[src/rtl/dr_spacer_encoder.sv]
// ---------------------------------------------------------------------------
// dr_spacer_encoder
//
// Purpose:
//   Converts a single-rail word stream into a dual-rail, return-to-spacer
//   stream. Each accepted word appears for exactly one DATA cycle, with
//   out_1 = word and out_0 = ~word. SPACER cycles come before and after it,
//   and in a SPACER cycle both rails carry {WIDTH{out_pol}}.
//   With SPACER_MODE=1 the spacer polarity flips after every DATA cycle.
//   Each rail then toggles exactly WIDTH bits over every spacer->data->spacer
//   pair, whatever the data.
//   A built-in switching-activity monitor reports the following, all
//   registered and aligned with the output cycle they describe:
//     - per-rail toggle counts
//     - the imbalance between the two rails
//     - the worst imbalance seen
//     - a saturating total.
//
// Ports:
//   clk           system clock, all state changes on the rising edge
//   reset         synchronous active-high reset
//   in_valid      in_data holds a word to encode
//   in_ready      block accepts in_data this cycle (SPACER state, not in reset)
//   in_data       single-rail word
//   out_1         true rail
//   out_0         complement rail
//   out_phase     1 = DATA cycle, 0 = SPACER cycle
//   out_pol       polarity of the current/last spacer (0 all-zero, 1 all-one)
//   sa_1          rail-1 bits toggled on entry to the current output
//   sa_0          rail-0 bits toggled on entry to the current output
//   sa_dif        |sa_1 - sa_0|
//   sa_dif_worst  maximum sa_dif since reset or sa_clr
//   sa_total      saturating running sum of sa_1 + sa_0
//   sa_clr        synchronous clear of sa_dif_worst and sa_total
// ---------------------------------------------------------------------------
module dr_spacer_encoder #(
  parameter  int WIDTH       = 32,
  parameter  int SPACER_MODE = 1,
  parameter  int CNT_W       = 16,
  localparam int SA_W        = $clog2(WIDTH + 1)
) (
  input  logic             clk,
  input  logic             reset,
  input  logic             in_valid,
  output logic             in_ready,
  input  logic [WIDTH-1:0] in_data,
  output logic [WIDTH-1:0] out_1,
  output logic [WIDTH-1:0] out_0,
  output logic             out_phase,
  output logic             out_pol,
  output logic [SA_W-1:0]  sa_1,
  output logic [SA_W-1:0]  sa_0,
  output logic [SA_W-1:0]  sa_dif,
  output logic [SA_W-1:0]  sa_dif_worst,
  output logic [CNT_W-1:0] sa_total,
  input  logic             sa_clr
);

  // Wide enough to hold total + sa_1 + sa_0 without wrapping before the
  // saturation test.
  localparam int SUM_W = ((CNT_W > SA_W + 1) ? CNT_W : SA_W + 1) + 1;
  localparam logic [CNT_W-1:0] TOTAL_MAX = {CNT_W{1'b1}};

  typedef enum logic {
    ST_SPACER = 1'b0,
    ST_DATA   = 1'b1
  } state_t;

  // Number of set bits in a rail difference vector.
  function automatic logic [SA_W-1:0] popcount(input logic [WIDTH-1:0] v);
    logic [SA_W-1:0] cnt;
    cnt = {SA_W{1'b0}};
    for (int i = 0; i < WIDTH; i++) begin
      cnt = cnt + SA_W'(v[i]);
    end
    return cnt;
  endfunction

  state_t            r_state;
  logic [WIDTH-1:0]  r_out_1;
  logic [WIDTH-1:0]  r_out_0;
  logic              r_phase;
  logic              r_pol;
  logic [SA_W-1:0]   r_sa_1;
  logic [SA_W-1:0]   r_sa_0;
  logic [SA_W-1:0]   r_sa_dif;
  logic [SA_W-1:0]   r_worst;
  logic [CNT_W-1:0]  r_total;

  state_t            w_next_state;
  logic [WIDTH-1:0]  w_next_1;
  logic [WIDTH-1:0]  w_next_0;
  logic              w_next_pol;
  logic              w_flip_pol;
  logic [SA_W-1:0]   w_sa_1;
  logic [SA_W-1:0]   w_sa_0;
  logic [SA_W-1:0]   w_dif;
  logic [SA_W-1:0]   w_worst;
  logic [SUM_W-1:0]  w_sum;
  logic [CNT_W-1:0]  w_total;

  // The input is accepted only in a spacer cycle. The reset gate lets
  // in_ready read 0 while reset is held but 1 in the very first cycle after.
  assign in_ready = (r_state == ST_SPACER) && !reset;

  // Polarity of the spacer that follows a DATA cycle.
  assign w_flip_pol = (SPACER_MODE != 0) ? ~r_pol : 1'b0;

  // Next output words and state, before the activity monitor looks at them.
  always_comb begin
    w_next_state = r_state;
    w_next_1     = r_out_1;
    w_next_0     = r_out_0;
    w_next_pol   = r_pol;
    case (r_state)
      ST_SPACER: begin
        if (in_valid) begin
          // The word goes straight onto the rails, so it appears one cycle
          // after acceptance and needs no separate holding register.
          w_next_state = ST_DATA;
          w_next_1     = in_data;
          w_next_0     = ~in_data;
        end else begin
          w_next_state = ST_SPACER;
        end
      end
      ST_DATA: begin
        w_next_state = ST_SPACER;
        w_next_pol   = w_flip_pol;
        w_next_1     = {WIDTH{w_flip_pol}};
        w_next_0     = {WIDTH{w_flip_pol}};
      end
      default: begin
        w_next_state = ST_SPACER;
        w_next_pol   = 1'b0;
        w_next_1     = {WIDTH{1'b0}};
        w_next_0     = {WIDTH{1'b0}};
      end
    endcase
  end

  // Toggle counts for the transition into the next output word.
  always_comb begin
    w_sa_1 = popcount(w_next_1 ^ r_out_1);
    w_sa_0 = popcount(w_next_0 ^ r_out_0);
    if (w_sa_1 >= w_sa_0) begin
      w_dif = w_sa_1 - w_sa_0;
    end else begin
      w_dif = w_sa_0 - w_sa_1;
    end
  end

  // Worst-imbalance tracking and saturating total accumulation.
  always_comb begin
    if (w_dif > r_worst) begin
      w_worst = w_dif;
    end else begin
      w_worst = r_worst;
    end
    w_sum = SUM_W'(r_total) + SUM_W'(w_sa_1) + SUM_W'(w_sa_0);
    if (w_sum > SUM_W'(TOTAL_MAX)) begin
      w_total = TOTAL_MAX;
    end else begin
      w_total = w_sum[CNT_W-1:0];
    end
  end

  // State, rails and activity-monitor registers.
  always_ff @(posedge clk) begin
    if (reset) begin
      // Toggles caused by reset are deliberately not counted.
      r_state  <= ST_SPACER;
      r_out_1  <= {WIDTH{1'b0}};
      r_out_0  <= {WIDTH{1'b0}};
      r_phase  <= 1'b0;
      r_pol    <= 1'b0;
      r_sa_1   <= {SA_W{1'b0}};
      r_sa_0   <= {SA_W{1'b0}};
      r_sa_dif <= {SA_W{1'b0}};
      r_worst  <= {SA_W{1'b0}};
      r_total  <= {CNT_W{1'b0}};
    end else begin
      r_state  <= w_next_state;
      r_out_1  <= w_next_1;
      r_out_0  <= w_next_0;
      r_phase  <= (w_next_state == ST_DATA);
      r_pol    <= w_next_pol;
      r_sa_1   <= w_sa_1;
      r_sa_0   <= w_sa_0;
      r_sa_dif <= w_dif;
      if (sa_clr) begin
        // The clear wins over this cycle's contribution.
        r_worst <= {SA_W{1'b0}};
        r_total <= {CNT_W{1'b0}};
      end else begin
        r_worst <= w_worst;
        r_total <= w_total;
      end
    end
  end

  assign out_1        = r_out_1;
  assign out_0        = r_out_0;
  assign out_phase    = r_phase;
  assign out_pol      = r_pol;
  assign sa_1         = r_sa_1;
  assign sa_0         = r_sa_0;
  assign sa_dif       = r_sa_dif;
  assign sa_dif_worst = r_worst;
  assign sa_total     = r_total;

endmodule
[config.mk]
export PLATFORM = sky130hd
export DESIGN_NAME = dr_spacer_encoder
export DESIGN_NICKNAME = d
export VERILOG_FILES = /design/src/rtl/dr_spacer_encoder.sv
export SDC_FILE = /design/constraint.sdc
export NUM_CORES = 1
export LEC_CHECK = 0
export CORE_MARGIN = 4
export CORE_UTILIZATION = 58
export CTS_CLUSTER_SIZE = 12
export DETAILED_ROUTE_END_ITERATION = 8
export DONT_BUFFER_PORTS = 1
export PLACE_DENSITY = 0.74
export SLEW_MARGIN = 20
export SYNTH_ARGS = -nofsm -noshare
export SYNTH_HDL_FRONTEND = slang
export SYNTH_SLANG_ARGS = --single-unit
[constraint.sdc]
create_clock -name clk -period 10.2 [get_ports clk]
set_input_delay 1.02 -clock clk [delete_from_list [all_inputs] [get_ports clk]]
set_output_delay 1.02 -clock clk [all_outputs]
set_load 0.01 [all_outputs]
=== Word level (Yosys, flattened, before mapping) ===
Index checks and enable logic that the tools add are counted.

* Bits of input ports: 36
* Output and inout bits: 107
* Word-level logic and storage cells: 94
* Bits in registers: 106

* Bitwise logic cells: 5
* Magnitude comparators: 3
* Reduce and logical (&&, ||, !) cells: 3
* Muxes and demuxes: 8
* Add/sub/neg operators: 66

{| class="wikitable"
|+ Operators by type and width
! operator !! count
|-
| 6-bit by 1-bit adder with 6-bit output || 52
|-
| 32-bit one-hot mux with 2 select lines || 2
|-
| 32-bit 2-to-1 mux || 2
|-
| 32-bit XOR || 2
|-
| 32-bit NOT || 1
|-
| 16-bit by 6-bit adder with 17-bit output || 1
|-
| 17-bit by 6-bit adder with 17-bit output || 1
|-
| 17-bit by 16-bit greater-than comparator with 1-bit output (second input constant) || 1
|-
| 16-bit 2-to-1 mux || 1
|-
| 5-bit by 1-bit adder with 6-bit output || 2
|-
| 6-bit subtractor || 2
|-
| 4-bit by 1-bit adder with 5-bit output || 2
|-
| 3-bit by 1-bit adder with 4-bit output || 2
|-
| 2-bit by 1-bit adder with 3-bit output || 2
|-
| 6-bit >= comparator || 1
|-
| 6-bit greater-than comparator || 1
|-
| 6-bit 2-to-1 mux || 1
|-
| 1-bit by 1-bit adder with 2-bit output || 2
|-
| 1-bit NOT || 2
|-
| 1-bit one-hot mux with 2 select lines || 1
|-
| 2-bit OR reduction || 1
|-
| 1-bit logical AND || 1
|-
| 1-bit logical NOT || 1
|-
| 1-bit 2-to-1 mux || 1
|}

=== Longest topological paths before layout ===
* Depth in word-level cells: 38
* Mapped depth: 37

=== Least setup slack after synthesis ===
OpenSTA, ideal clock, no wires.

* Kind: input -> register
* From: input port in_valid
* To: register r_worst[5], in the netlist sa_dif_worst[5]
* Slack: 1123 ps
* Data required time: 10116 ps
* Stages: 33
* Arrival: 8992 ps
* Cells stage by stage: clkbuf_1 > nor2b_1 > clkbuf_1 > a22oi_1 > fa_1 > fa_1 > inv_1 > fa_1 > inv_1 > fa_1 > fa_1 > inv_1 > fa_1 > ha_1 > fa_1 > a21o_1 > a21oi_1 > xor2_1 > inv_1 > ha_1 > buf_6 > nand3_1 > o21ai_2 > a311oi_4 > mux2i_1 > xnor2_1 > inv_1 > ha_1 > o21a_1 > o31ai_1 > a21oi_1 > nand2_1 > o31ai_2

* Word-level cells in the longest chain between the ends: 37

{| class="wikitable"
|+ Ends and longest elaborated chain
! element !! line !! text
|-
| start, declared || 44 || <nowiki>input logic in_valid,</nowiki>
|-
| 32-bit 2-to-1 mux (*) || 117 || <nowiki>if (in_valid) begin</nowiki>
|-
| 32-bit one-hot mux with 2 select lines (*) || 115 || <nowiki>case (r_state)</nowiki>
|-
| 32-bit XOR (*) || 144 || <nowiki>w_sa_1 = popcount(w_next_1 ^ r_out_1);</nowiki>
|-
| 1-bit by 1-bit adder with 2-bit output || 74 || <nowiki>cnt = cnt + SA_W'(v[i]);</nowiki>
|-
| 2-bit by 1-bit adder with 3-bit output || 74 ||
|-
| 3-bit by 1-bit adder with 4-bit output || 74 ||
|-
| 4-bit by 1-bit adder with 5-bit output || 74 ||
|-
| 5-bit by 1-bit adder with 6-bit output || 74 ||
|-
| 6-bit by 1-bit adder with 6-bit output (25 in a row) || 74 ||
|-
| 6-bit by 1-bit adder with 6-bit output (*) || 74 ||
|-
| net w_sa_1[4] || 95 || <nowiki>logic [SA_W-1:0] w_sa_1;</nowiki>
|-
| 6-bit >= comparator (*) || 146 || <nowiki>if (w_sa_1 >= w_sa_0) begin</nowiki>
|-
| 6-bit 2-to-1 mux (*) || 146 ||
|-
| net w_dif[3] || 97 || <nowiki>logic [SA_W-1:0] w_dif;</nowiki>
|-
| 6-bit greater-than comparator (*) || 155 || <nowiki>if (w_dif > r_worst) begin</nowiki>
|-
| end signal, assigned || 180 || <nowiki>r_worst <= {SA_W{1'b0}};</nowiki>
|-
| end signal, assigned || 193 || <nowiki>r_worst <= {SA_W{1'b0}};</nowiki>
|-
| end signal, assigned || 196 || <nowiki>r_worst <= w_worst;</nowiki>
|-
| end, declared || 87 || <nowiki>logic [SA_W-1:0] r_worst;</nowiki>
|}

Mark *: on every way through the listed nets, which the timed path passes. The rest lies on a longest branch.
A chain may end at the register's enable or synchronous reset.

==> results_dict.tcl <==
set metrics [dict create \
    cts.repair.resized 0 \
    final_layout_size_suffix_gt1_frac 0.0454 \
    chipWidth_um 126 \
    min_to "sa_dif_worst[3]$_SDFFE_PP0N_" \
    dieHeight_um 126 \
    synth.yosys.seq_area_share 0.264 \
    outcome "complete, no violations" \
    drtAntennaViolNets 0 \
    synth_common_cells "nor2_1 (156), dfxtp_1 (106), xnor2_1 (101), inv_1 (90)" \
    timing.critical_path.from_type "flop" \
    yosys.area.top_type_share 0.264 \
    cts-root-buf "clkbuf_16" \
    clkLatencyLatePin_ns 0.36 \
    filler_cell_count 1181 \
    cap_viol_max_count 0 \
    syn_avg_cell_area_um2 8.40 \
    worstSetupPathType "flop to flop" \
    grt_pass1_wl_um 31300 \
    numPortBuffers 0 \
    cp_common_cell "fa_1" \
    area_delta_synth_final_pct 4.85 \
    gr-usage-all-layers 0.245 \
    fin_util 0.629 \
    post_synth_num_cell_types 47 \
    mappedNetlistArea_mm2 0.00804 \
    numCtsBuffers 9 \
    setup.reg_to_reg.worst_slack_ns 0.83 \
    detail_route.vias_per_cell 5.57 \
    fmaxAchievable_mhz 107 \
    boundaryPins 143 \
    number_of_antenna_violations_at_the_first_check_in_global_routing 0 \
    tns_ns 0 \
    fp.dieArea_mm2 0.0158 \
    final_nets 1051 \
    grt_setup_unrepaired "false" \
    min_delay_path_depth 2 \
    postSynthRegisterBits 106 \
    mappedNetlistNets 1088 \
    relSlewSlack 0.468 \
    timing.critical_path.required_ns 10.48 \
    num_antenna_cells 0 \
    hp-class "flop to flop" \
    final_number_of_hold_violating_endpoints 0 \
    setup_violations 0 \
    detail_route.drc_violations 0 \
    synthDominantAreaCellType "dfxtp_1" \
    synth-edff-count 0 \
    pin_count_of_the_biggest_net_entering_global_routing 132 \
    async_flop_share 0 \
    worstPathArrival_ns 9.65 \
    fin_skew_ns 0.00857 \
    synthesis.instances 958 \
    worst_path_largest_cell_delay_ns 0.77 \
    cts-hold-fix-buffers 0 \
    yosys_most_used_dff "dfxtp_1" \
    gr-total-overflow 0 \
    cts-htree-levels 3 \
    ys.warnings.count 0 \
    routed_wirelength_um 19200 \
    finalMaxSlewViolations 0 \
    timing.hold.ws_ns 0.532 \
    synthMostInstantiatedCell "nor2_1" \
    kind_of_end_point_of_the_critical_path "flop" \
    core.rowCount 42 \
    clock_tree.buffer_depth 2 \
    critical_path.reg2reg.startpoint "out_phase$_SDFF_PN0_" \
    clkTransAtPathRegs_ns 0.08 \
    cts_tree "built" \
    tightestPinTransition_ns 0.798 \
    worstHoldStart "sa_dif_worst[3]$_SDFFE_PP0N_" \
    core_footprint_mm2 0.0134 \
    drtIter0Drc 397 \
    floorplan.initialDensity 0.600 \
    post-route-period-util 0.919 \
    crit_path_max_fanout 58 \
    finalCriticalPeriod_ns 9.37 \
    netlist_top_cells_area "dfxtp_1 (26%), fa_1 (14%), xnor2_1 (11%)" \
    detailedRoute.firstPassIterationCount 5 \
    r2r_end "sa_dif_worst[5]$_SDFFE_PP0N_" \
    place.detailed.hpwl_um 14300 \
    clock_sinks 106 \
    slowest_cell_on_the_critical_path "dfxtp_4" \
    route.detailed.wl_per_inst_um 17.4 \
    postCtsSetupBuffers 0 \
    grt_pass1_vias 5917 \
    globalplace.congestion 0.912 \
    ff2ff_path_depth 30 \
    vias 6135 \
]
[cells in the final DEF, fill, tap and decap left out, drive strengths merged, types with 3 or more instances in the layout]
| master | synthesis | layout |
|---|---|---|
| a211oi | 35 | 35 |
| a21o | 10 | 10 |
| a21oi | 58 | 58 |
| a22oi | 31 | 31 |
| and2 | 4 | 4 |
| and3 | 5 | 5 |
| buf | 19 | 10 |
| clkbuf | 39 | 9 |
| clkinv | 0 | 3 |
| dfxtp | 106 | 106 |
| fa | 57 | 57 |
| ha | 37 | 37 |
| inv | 90 | 92 |
| mux2i | 3 | 3 |
| nand2 | 44 | 44 |
| nand3 | 6 | 6 |
| nand4 | 4 | 4 |
| nor2 | 158 | 158 |
| nor2b | 37 | 37 |
| nor3 | 4 | 4 |
| o21a | 4 | 4 |
| o21ai | 43 | 43 |
| xnor2 | 101 | 101 |
| xor2 | 45 | 45 |
[area by class of cell]
type	count	area, um2	area share
multi-input cells	704	5340	0.634
flip-flops and latches	106	2130	0.253
inverters	90	338	0.0401
clock buffers	9	225	0.0267
well taps	176	220	0.0261
clock inverters	7	101	0.0120
repair buffers	10	75.1	0.00890
[layer usage]
| metal | track usage | wire length, um |
|---|---|---|
| met1 | 0.347 | 8640 |
| met2 | 0.356 | 8480 |
| met3 | 0.0669 | 1540 |
| met4 | 0.0972 | 555 |
| met5 | 0 | 0 |
[registers in the layout (all words and copies together), names as in the netlist]
signal / flops
out_0: 32
out_1: 32
out_phase: 1
out_pol: 1
sa_0: 6
sa_1: 6
sa_dif: 6
sa_dif_worst: 6
sa_total: 16
[critical path, delay by kind of cell (launching register included)]
family / cells / cell delay (ns)
compound gates: 9 / 1.89
flops: 1 / 0.77
mux: 1 / 0.27
buf+inv: 5 / 0.86
simple gates: 3 / 0.48
xor+xnor: 2 / 0.56
fa+ha+maj: 10 / 4.39
[per-stage QoR]
| step | setup slack [ns] | instance area (um2) | std cells |
|---|---|---|---|
| global route | 0.189 | 8430 | 1102 |
| CTS | 0.875 | 8430 | 1102 |
| finish | 0.826 | 8430 | 1102 |
| global placement | 0.956 | 8110 | 1086 |
| detailed placement | 0.670 | 8110 | 1086 |
| floorplan | 1.12 | 8040 | 958 |
[cells by family after synthesis]
kind of cell / share of synthesized area
simple gates: 0.145
compound gates: 0.155
buf+inv: 0.0722
xor+xnor: 0.159
flops: 0.264
fa+ha+maj: 0.199
mux: 0.00513
[worst max path at each step]
stage                    startpoint  slack, ns  depth (start not counted)                            to
3_5_place_dp               in_valid       0.67                         31  sa_dif_worst[5]$_SDFFE_PP0N_
5_1_grt        out_phase$_SDFF_PN0_       0.19                         30  sa_dif_worst[5]$_SDFFE_PP0N_
3_3_place_gp               in_valid       0.96                         31  sa_dif_worst[5]$_SDFFE_PP0N_
4_1_cts        out_phase$_SDFF_PN0_       0.88                         30  sa_dif_worst[5]$_SDFFE_PP0N_
2_1_floorplan              in_valid       1.12                         33  sa_dif_worst[5]$_SDFFE_PP0N_
6_report       out_phase$_SDFF_PN0_       0.83                         30  sa_dif_worst[5]$_SDFFE_PP0N_
Power is not shown: default switching activity piles up to over one toggle a cycle in this logic, so the estimate is an artifact.
